## config.mk

```make
export PLATFORM = sky130hd
export DESIGN_NAME = qubit_measure_sampler
export DESIGN_NICKNAME = d
export VERILOG_FILES = /design/src/rtl/qsim_pkg.sv /design/src/rtl/qubit_measure_sampler.sv
export SDC_FILE = /design/constraint.sdc
export NUM_CORES = 1
export LEC_CHECK = 0
export ABC_AREA = 1
export BUFFER_PORTS_ARGS = -buffer_cell sky130_fd_sc_hd__clkbuf_2
export CORE_ASPECT_RATIO = 0.9
export CORE_UTILIZATION = 55
export CTS_CLUSTER_DIAMETER = 100
export DETAILED_ROUTE_END_ITERATION = 12
export PLACE_DENSITY_LB_ADDON = 0.12
export SKIP_CTS_REPAIR_TIMING = 1
export SLEW_MARGIN = 30
export SYNTH_ARGS = -nofsm -noshare
export SYNTH_HDL_FRONTEND = slang
export SYNTH_SLANG_ARGS = --single-unit
export TNS_END_PERCENT = 30
```

## constraint.sdc

```tcl
create_clock -name clk -period 2.76 [get_ports clk]
set_input_delay 0.276 -clock clk [delete_from_list [all_inputs] [get_ports clk]]
set_output_delay 0.276 -clock clk [all_outputs]
set_load 0.01 [all_outputs]
```

## src/rtl/qsim_pkg.sv

```systemverilog
// Shared definitions for the qubit measurement sampler.
//   RND_W_DEFAULT : default width of the random word and probability threshold
//   state_e       : batch sequencer states (idle, running shots, draining last outcome)
package qsim_pkg;

  localparam int unsigned RND_W_DEFAULT = 32;

  typedef enum logic [1:0] {
    StIdle,
    StRun,
    StDrain
  } state_e;

endpackage

```

## src/rtl/qubit_measure_sampler.sv

```systemverilog
// Qubit measurement sampler: turns a stream of uniform random words into a batch of
// single-qubit measurement outcomes with P(|0>) = p0 / 2^RND_W.
// Ports:
//   clk, reset             : clock, synchronous active-low reset
//   start, p0, shots       : batch request; p0 and shots are captured on an accepted start
//   rnd_in/rnd_valid/rnd_ready : random word stream (one word consumed per shot)
//   out_bit/out_valid/out_ready: outcome stream (0 = |0>, 1 = |1>)
//   busy, done             : batch in progress; one-cycle completion pulse
//   count_zero, count_one  : outcome tallies for the current or last batch
module qubit_measure_sampler
  import qsim_pkg::*;
#(
  parameter int unsigned SHOT_W = 16,
  parameter int unsigned RND_W  = RND_W_DEFAULT
) (
  input  logic              clk,
  input  logic              reset,
  input  logic              start,
  input  logic [RND_W-1:0]  p0,
  input  logic [SHOT_W-1:0] shots,
  input  logic [RND_W-1:0]  rnd_in,
  input  logic              rnd_valid,
  output logic              rnd_ready,
  output logic              out_bit,
  output logic              out_valid,
  input  logic              out_ready,
  output logic              busy,
  output logic              done,
  output logic [SHOT_W-1:0] count_zero,
  output logic [SHOT_W-1:0] count_one
);

  state_e            state_q;
  logic [RND_W-1:0]  p0_q;
  logic [SHOT_W-1:0] remaining_q;
  logic              out_bit_q;
  logic              out_valid_q;
  logic              done_q;
  logic [SHOT_W-1:0] count_zero_q;
  logic [SHOT_W-1:0] count_one_q;

  logic consume;
  logic sample;

  // A new word may be taken whenever the output slot is empty or is emptied this cycle.
  assign rnd_ready = (state_q == StRun) && (!out_valid_q || out_ready);
  assign consume   = rnd_valid && rnd_ready;

  // Words below the threshold fall into the |0> region of the unit interval.
  assign sample = (rnd_in < p0_q) ? 1'b0 : 1'b1;

  always_ff @(posedge clk) begin
    if (!reset) begin
      state_q      <= StIdle;
      p0_q         <= '0;
      remaining_q  <= '0;
      out_bit_q    <= 1'b0;
      out_valid_q  <= 1'b0;
      done_q       <= 1'b0;
      count_zero_q <= '0;
      count_one_q  <= '0;
    end else begin
      done_q <= 1'b0;
      // A consume below overrides this clear, so back-to-back outcomes never gap.
      if (out_valid_q && out_ready) begin
        out_valid_q <= 1'b0;
      end

      case (state_q)
        StIdle: begin
          if (start) begin
            count_zero_q <= '0;
            count_one_q  <= '0;
            if (shots != '0) begin
              p0_q        <= p0;
              remaining_q <= shots;
              state_q     <= StRun;
            end else begin
              done_q <= 1'b1;
            end
          end
        end

        StRun: begin
          if (consume) begin
            remaining_q <= remaining_q - SHOT_W'(1);
            out_bit_q   <= sample;
            out_valid_q <= 1'b1;
            if (sample) begin
              count_one_q <= count_one_q + SHOT_W'(1);
            end else begin
              count_zero_q <= count_zero_q + SHOT_W'(1);
            end
            if (remaining_q == SHOT_W'(1)) begin
              state_q <= StDrain;
            end
          end
        end

        StDrain: begin
          // Completion is signalled only once the final outcome has been accepted.
          if (out_valid_q && out_ready) begin
            state_q <= StIdle;
            done_q  <= 1'b1;
          end
        end

        default: state_q <= StIdle;
      endcase
    end
  end

  assign out_bit    = out_bit_q;
  assign out_valid  = out_valid_q;
  assign done       = done_q;
  assign busy       = (state_q != StIdle);
  assign count_zero = count_zero_q;
  assign count_one  = count_one_q;

endmodule
```

==> metrics.cfg <==
[critical_path]
arrival_ns=2.56
worstSetupEndpointType=flip-flop
cp_top_family=simple AND/OR/NAND/NOR gates
worstSetupPathType=flip-flop to flip-flop
required_ns=3.01
crit_path_frequent_cell=nor2_1
cp_slowest_stage_delay_ns=0.33
startpoint_type=flip-flop
crit_buf_inv=2
crit_path_top_delay_cell=nand2_2
path_max_fanout=17
crit_chain=inv_1, ha_1, a21oi_1, o21ai_0, nand2_1, o211ai_1, nor2_1, nand3_2, nand2_2, inv_2, nor2_1, nor2_1

[power]
p_int_mw=2.60
pwr-share-clk_pct=21.9
irDropWorstVdd_mv=0.401
pwr-share-comb_pct=38.0
power_switching_mw=1.68
seq_power_share_pct=40.1
switching_share_pct=39.3
leakage_nw=2.77
power.density_nw_per_um2=716

[placed_design]
hpwl_um=9000
place_ws_ns=0.424
placed_cells=973
placed_cell_area_um2=5770
io_buffer_count=121
gp_congestion=0.867

[synth]
post_synth_inst_count=757
ys_types=39
ys_seq_area_share_pct=33.2
syn-mean-instance-area_um2=6.78
synth_area_leaders=dfxtp_1 (33%), nand2_1 (9.1%), a21oi_1 (9.0%)
ys_ff_latch=85
netlist_area_um2=5130
synth_edf_count=0
yosysTopAreaCellShare_pct=33.2
synthFlopType=dfxtp_1
yosysWarnings=0
synth_largest_area_cell=dfxtp_1
synth_fp_nets=877
async_flop_share_pct=0

[die]
dieArea_um2=9720
core_um2=9080
die_w_um=104
start_util_pct=56.5
io-pin-count=122
die_height_um=93.6
fp-row-count=33

[sta]
rsz0062_at_grt=no
max_freq_mhz=434
slew_headroom_pct=61.8
fin_skew_ns=0.0142
fin_tns_setup_ns=0
maxSlewViolCount=0
worst_pin_slew_ns=0.567
fin_ws_ns=0.454
min_period_ns=2.31
post-route-period-util_pct=83.5
setup_viol_count_final=0
finalHoldViolations=0

[cells_and_area]
fillers=815
antenna_cells=0
syn_to_final_growth_pct=16.4
drive_above_1_share_pct=18.8
seq_area_um2=1700
final_common_cell=nand2_1
postLayoutCoreUtil_pct=65.8
fin_nets=982
final_area_um2=5970
final_cell_mix=nand2_1 (124), clkbuf_2 (121), a21oi_1 (92)
fin_cells=987
multiInputGateArea_um2=2920

[clock_network]
cts.path.max_buffers=2
htreeDepth=3
clkLatencyLatePin_ns=0.36
root_buffer=clkbuf_8
cts_sinks=85
clk_pin_slew_ns=0.09
cts_buffers=9
tritoncts=yes

[grt]
grt_pass1_wl_um=21100
antenna_found_initial=0
grt_max_degree=66
grt_pass1_vias=4788
grt_overflow_total=0
grt_use_total_pct=26.3

[route]
ant_nets=0
detail_route.vias_per_cell=5.31
wl_um=12200
vias=5243
drt_pre_antenna_iters=5
routedWlPerCell_um=12.3
first_iter_violations=268
drc=0

[flow_run]
drv_cap=0

[outcome]
status=completed

[worst_hold_path]
hold_class=input pin to flip-flop

==> layout make-up <==
cell class	instances	area share (%)
clock buffer	10	2.14
clock inverter	4	1.26
inverter	91	5.72
multi-input combinational	547	48.8
sequential	85	28.5
tap	122	2.55
timing repair buffer	128	11.0
==> registers in the layout (all words and copies together) (netlist names) <==
| name | flops |
|---|---|
| count_one | 16 |
| count_zero | 16 |
| done | 1 |
| out_bit | 1 |
| out_valid | 1 |
| p0_q | 32 |
| remaining_q | 16 |
| state_q | 2 |
==> worst register-to-register path, cell delays in order, from the launching register on <==
cell and delay (ns):
dfxtp_1 0.32, inv_1 0.05, ha_1 0.29, a21oi_1 0.16, o21ai_0 0.10, nand2_1 0.07
o211ai_1 0.08, nor2_1 0.23, nand3_2 0.22, nand2_2 0.33, inv_2 0.17, nor2_1 0.14
nor2_1 0.06
==> synth_stat cells, drive strengths merged, types with 3 or more instances <==
library cell / n
a21oi: 92
buf: 18
clkbuf: 16
dfxtp: 85
ha: 35
inv: 91
nand2: 128
nand3: 62
nand4: 11
nor2: 90
nor3: 12
nor3b: 3
nor4: 7
o211ai: 10
o21a: 3
o21ai: 73
or2: 5
xnor2: 3
xor2: 6
==> routing by layer <==
layer / GRT usage [%] / vias to the layer above / wire, µm
li1: - / 2723 / -
met1: 33.6 / 2366 / 5790
met2: 46.2 / 143 / 5620
met3: 5.16 / 11 / 661
met4: 5.36 / 0 / 112
met5: 0 / - / 0
==> final timing paths <==
path	start	depth (start not counted)	slack, ns	to
min	p0[12]	3	0.20	p0_q[12]$_SDFFE_PN0P_
min reg2reg	p0_q[0]$_SDFFE_PN0P_	2	0.46	p0_q[0]$_SDFFE_PN0P_
max	p0_q[27]$_SDFFE_PN0P_	12	0.45	count_one[2]$_SDFFE_PN0P_
max reg2reg	p0_q[27]$_SDFFE_PN0P_	12	0.45	count_one[2]$_SDFFE_PN0P_
==> cell families after synthesis <==
family	Yosys count	synth area share, %
and+or+nand+nor	319	27.4
DFF	85	33.2
buffers and inverters	125	10.1
muxes	1	0.195
xor gates and xnor gates	9	1.54
AOI/OAI and AO/OA	183	19.1
adders and majority gates	35	8.53
==> per-stage QoR <==
stage | hold WS [ns] | power (mW)
after global routing | 0.189 | 4.65
after floorplan | 0.413 | 2.94
final | 0.203 | 4.28
after CTS | 0.187 | 4.30
after global placement | 0.438 | 3.30
after detailed placement | 0.445 | 3.36
==> power groups by stage <==
| stage | Sequential [mW] | Clock [mW] | Combinational, mW |
|---|---|---|---|
| global route | 1.75 | 1.01 | 1.88 |
| detailed placement | 1.74 | 0 | 1.62 |
| finish | 1.71 | 0.936 | 1.63 |
| global placement | 1.72 | 0 | 1.57 |
| CTS | 1.71 | 0.961 | 1.63 |
| floorplan | 1.73 | 0 | 1.21 |
Note: power is estimated with default switching activity, not from simulation.
